<file path="src/rtl/bht_update_ctrl.sv">
// Gshare pattern-history-table sequencer: forms lookup indices, tracks in-flight
// predictions, applies 2-bit saturating updates at resolve and recovers history on mispredict.
module bht_update_ctrl #(
    parameter int INDEX = 4,
    parameter int DEPTH = 4
) (
    input  logic             clk,
    input  logic             rst,
    input  logic             mem_stall,
    input  logic             fetch_valid,
    input  logic [31:0]      fetch_pc,
    output logic             fetch_ready,
    output logic             pred_valid,
    output logic             pred_taken,
    input  logic             resolve_valid,
    input  logic             resolve_taken,
    output logic             mispredict,
    output logic [INDEX-1:0] pht_rd_index,
    input  logic [1:0]       pht_rd_counter,
    output logic             pht_wr_en,
    output logic [INDEX-1:0] pht_wr_index,
    output logic [1:0]       pht_wr_data,
    output logic             init_busy
);
    localparam int PW = $clog2(DEPTH);
    localparam int CW = PW + 1;

    function automatic logic [1:0] sat_update(input logic [1:0] ctr, input logic taken);
        if (taken) return (ctr == 2'b11) ? ctr : ctr + 2'b01;
        else       return (ctr == 2'b00) ? ctr : ctr - 2'b01;
    endfunction

    logic             init_busy_q;
    logic [INDEX-1:0] sweep_q;
    logic [INDEX-1:0] ghr_spec_q;
    logic [INDEX-1:0] ghr_commit_q;
    logic [PW-1:0]    wr_ptr_q;
    logic [PW-1:0]    rd_ptr_q;
    logic [CW-1:0]    count_q;

    logic [INDEX-1:0] fifo_idx  [DEPTH];
    logic [1:0]       fifo_ctr  [DEPTH];
    logic             fifo_pred [DEPTH];

    logic             wr_vld_p1;
    logic [INDEX-1:0] wr_idx_p1;
    logic [1:0]       wr_data_p1;

    logic             active;
    logic             full;
    logic             empty;
    logic [1:0]       eff_ctr;
    logic             accept;
    logic             push;
    logic             unused_pc;

    assign unused_pc = ^{fetch_pc[31:INDEX+2], fetch_pc[1:0]};

    // While rst is asserted the controller is inert: no writes, no requests, no resolves.
    assign active    = !rst && !init_busy_q;
    assign full      = (count_q == CW'(DEPTH));
    assign empty     = (count_q == '0);
    assign init_busy = init_busy_q;

    assign pht_wr_en    = !rst && (init_busy_q || wr_vld_p1);
    assign pht_wr_index = init_busy_q ? sweep_q : wr_idx_p1;
    assign pht_wr_data  = init_busy_q ? 2'b01   : wr_data_p1;

    assign pht_rd_index = fetch_pc[INDEX+1:2] ^ ghr_spec_q;
    assign eff_ctr      = (pht_wr_en && (pht_wr_index == pht_rd_index)) ? pht_wr_data
                                                                        : pht_rd_counter;

    assign fetch_ready = active && !full;
    assign pred_valid  = fetch_valid && fetch_ready && !mem_stall;
    assign pred_taken  = active && eff_ctr[1];
    assign accept      = active && resolve_valid && !empty && !mem_stall;
    assign mispredict  = accept && (resolve_taken != fifo_pred[rd_ptr_q]);
    assign push        = pred_valid && !mispredict;

    always_ff @(posedge clk) begin
        if (rst) begin
            init_busy_q  <= 1'b1;
            sweep_q      <= '0;
            ghr_spec_q   <= '0;
            ghr_commit_q <= '0;
            wr_ptr_q     <= '0;
            rd_ptr_q     <= '0;
            count_q      <= '0;
            wr_vld_p1    <= 1'b0;
        end else begin
            if (init_busy_q) begin
                sweep_q <= sweep_q + INDEX'(1);
                if (&sweep_q) init_busy_q <= 1'b0;
            end
            wr_vld_p1 <= accept;
            if (accept) ghr_commit_q <= {ghr_commit_q[INDEX-2:0], resolve_taken};
            if (mispredict) begin
                // Restart speculation from architectural history plus this outcome.
                ghr_spec_q <= {ghr_commit_q[INDEX-2:0], resolve_taken};
                wr_ptr_q   <= '0;
                rd_ptr_q   <= '0;
                count_q    <= '0;
            end else begin
                if (push) begin
                    wr_ptr_q   <= wr_ptr_q + PW'(1);
                    ghr_spec_q <= {ghr_spec_q[INDEX-2:0], eff_ctr[1]};
                end
                if (accept) rd_ptr_q <= rd_ptr_q + PW'(1);
                unique case ({push, accept})
                    2'b10:   count_q <= count_q + CW'(1);
                    2'b01:   count_q <= count_q - CW'(1);
                    default: ;
                endcase
            end
        end
    end

    // Stage p1: counter update computed at resolve, written to the PHT one cycle later.
    always_ff @(posedge clk) begin
        if (push) begin
            fifo_idx[wr_ptr_q]  <= pht_rd_index;
            fifo_ctr[wr_ptr_q]  <= eff_ctr;
            fifo_pred[wr_ptr_q] <= eff_ctr[1];
        end
        if (accept) begin
            wr_idx_p1  <= fifo_idx[rd_ptr_q];
            wr_data_p1 <= sat_update(fifo_ctr[rd_ptr_q], resolve_taken);
        end
    end

endmodule

</file>
<file path="config.mk">
export PLATFORM = sky130hd
export DESIGN_NAME = bht_update_ctrl
export DESIGN_NICKNAME = d
export VERILOG_FILES = /design/src/rtl/bht_update_ctrl.sv
export SDC_FILE = /design/constraint.sdc
export NUM_CORES = 1
export LEC_CHECK = 0
export ABC_CLOCK_PERIOD_IN_PS = 3600
export CORE_ASPECT_RATIO = 0.9
export CORE_UTILIZATION = 49
export CTS_CLUSTER_DIAMETER = 100
export CTS_CLUSTER_SIZE = 40
export DETAILED_ROUTE_END_ITERATION = 8
export PLACE_DENSITY = 0.86
export SLEW_MARGIN = 20
export SYNTH_ARGS = -nofsm -noshare
export SYNTH_HDL_FRONTEND = slang
export SYNTH_SLANG_ARGS = --single-unit
export TNS_END_PERCENT = 30
</file>
<file path="constraint.sdc">
create_clock -name clk -period 3.6 [get_ports clk]
set_clock_uncertainty 0.15 [all_clocks]
set_input_delay 0.54 -clock clk [delete_from_list [all_inputs] [get_ports clk]]
set_output_delay 0.54 -clock clk [all_outputs]
set_load 0.1 [all_outputs]
</file>
==> results.toml <==
[yosys]
syn_nets = 230
synth-async-reset-ratio = 0
synth-main-ff-cell = "edfxtp_1"
yosysSeqAreaShare = 0.562
ys_warn_count = 0
netlist.area_leader.share = 0.378
avgSynthCellArea_um2 = 13.0
ys_ff_latch = 52
netlist_top_cells_area = "edfxtp_1, dfxtp_1, mux2i_1"
synth_edf_count = 30
synthTopCellsByCount = "edfxtp_1, nor2_1, dfxtp_1, inv_1, mux2i_1"
synth_cell_types = 41
netlist_instances = 183
yosysMostFrequentCell = "edfxtp_1"
syn_area_um2 = 2390
yosys.area.top_type = "edfxtp_1"

[routing]
routedWlPerCell_um = 15.3
postRouteAntennaNets = 0
top_layer_used = "met4"
vias = 1452
drc = 0
dr_wl_met2_um = 2150
firstDrtPassIters = 4
drt_iter0_drc = 73
routed_via_density = 5.17
dr_wl_met3_um = 172
wl_met1_um = 1930
routed_wl_um = 4310

[cts]
cts_buffer_depth = 2
root_buffer = "clkbuf_8"
clk_latency_ns = 0.30
ctsResizeCount = 0
cts_sinks = 52
cts_made_buffers = 5
cts_tree = "built"
clk_pin_slew_ns = 0.09
htreeDepth = 2
cts_setup_buffers = 0
ctsHoldBuffers = 0

[floorplanning]
ios = 56
die_x_um = 75.6
placementRows = 23
start_util = 0.521
die-area_um2 = 5150
dieHeight_um = 68.2
core_um2 = 4580

[grt]
grt_pass1_wl_um = 6640
grt_antenna_before_repair = 0
grt_max_degree = 17
overflow = 0
grt_use_total = 0.185
grt_pass1_vias = 1401

[placement]
gp_congestion = 0.742
placed_area_um2 = 2790
pre_cts_slack_ns = 0.305
numPlacedInstances = 273
port_buffers = 27
dpl.hpwl_um = 3170

[min_path]
hp-class = "register to register"

[final_layout]
final_area_um2 = 2900
fin_util = 0.634
layout-drive-gt1-share = 0.247
syn_to_final_growth_pct = 21.5
stdcell_count = 281
nNetsFinal = 265
diodes = 0

[power_and_ir_drop]
vdd_drop_max_mv = 0.211
leakage_nw = 1.10
power.density_nw_per_um2 = 394

[outcome]
status = "completed"

[timing]
setup-tns-final_ns = 0
min_period_ns = 3.29
slew_headroom = 0.529
setup_viol = 0
tightest_slew_ns = 0.702
max_freq_mhz = 304
layout_setup_ws_ns = 0.305
rsz0062_at_grt = "no"
hold_viol_final = 0
layout_worst_path_cycle_share = 0.915
slew_viol_final = 0

[critical_path]
cp.required_ns = 2.91
start_kind = "input port"
path_max_fanout = 6
end_kind = "output port"
cp.arrival_ns = 2.60
worstSetupPathType = "input port to output port"

[job]
drv_cap = 0
-- cell families after synthesis --
family,synth area share
DFF,0.562
and+or+nand+nor,0.111
muxes,0.126
buffers and inverters,0.0409
xor gates and xnor gates,0.0692
AOI/OAI and AO/OA,0.0420
adders and majority gates,0.0482
-- stage by stage --
stage	power (mW)	hold slack [ns]
floorplan	0.719	0.304
global placement	0.752	0.318
detailed placement	0.754	0.332
CTS	1.15	0.356
global route	1.18	0.391
finish	1.14	0.358
-- registers in the layout, indices dropped and copies added (netlist names), 3 cells and up, named ones only --
| signal | count |
|---|---|
| fifo_idx | 16 |
| fifo_ctr | 7 |
| ghr_spec_q | 4 |
| sweep_q | 4 |
| wr_idx_p1 | 4 |
| count_q | 3 |
| ghr_commit_q | 3 |
-- layout make-up --
| cell class | count | area (um2) |
|---|---|---|
| Clock inverter | 2 | 38.8 |
| Timing Repair Buffer | 33 | 325 |
| Fill cell | 352 | 1680 |
| Clock buffer | 6 | 72.6 |
| Tap cell | 62 | 77.6 |
| Sequential cell | 52 | 1340 |
| Inverter | 15 | 56.3 |
| Multi-Input combinational cell | 111 | 987 |
-- report_power, final --
part | internal, mW | switching (mW) | total [mW]
clock | 0.210 | 0.192 | 0.402
sequential | 0.629 | 0.00357 | 0.633
combinational | 0.0338 | 0.0742 | 0.108
-- layout by cell type, fill, tap and decap left out, drive strengths merged, types with 2 or more instances in the layout --
master	instances
edfxtp	30
nor2	27
dfxtp	22
buf	22
inv	16
mux2i	14
clkdlybuf4s50	11
xor2	10
xnor2	8
mux4	6
a21oi	6
ha	6
clkbuf	6
nand2	5
and2	4
nor2b	3
maj3	2
o21bai	2
or2	2
nand3	2
mux2	2
-- per-layer routing --
metal / track usage / vias to the layer above
met1: 0.235 / 703
met4: 0.0764 / 0
li1: - / 705
met3: 0.0368 / 4
met5: 0 / -
met2: 0.311 / 40
-- worst max-delay path: stages --
cell and delay (ns):
clkdlybuf4s50_1 0.50, xor2_2 0.31, xnor2_1 0.14, nor3_2 0.24
nand3_2 0.20, mux2_4 0.37, nor2b_4 0.14, buf_12 0.16
-- worst paths after layout --
kind	start	to	slack, ns	cells after the start
min	ghr_commit_q[2]$_SDFFE_PP0P_	ghr_spec_q[3]$_SDFFE_PP0P_	0.36	2
min reg2reg	ghr_commit_q[2]$_SDFFE_PP0P_	ghr_spec_q[3]$_SDFFE_PP0P_	0.36	2
max reg2reg	init_busy$_SDFF_PP1_	count_q[2]$_SDFFE_PP0P_	0.82	12
max	fetch_pc[5]	pred_taken	0.31	8
No activity file was read; power rests on OpenSTA's default activity.
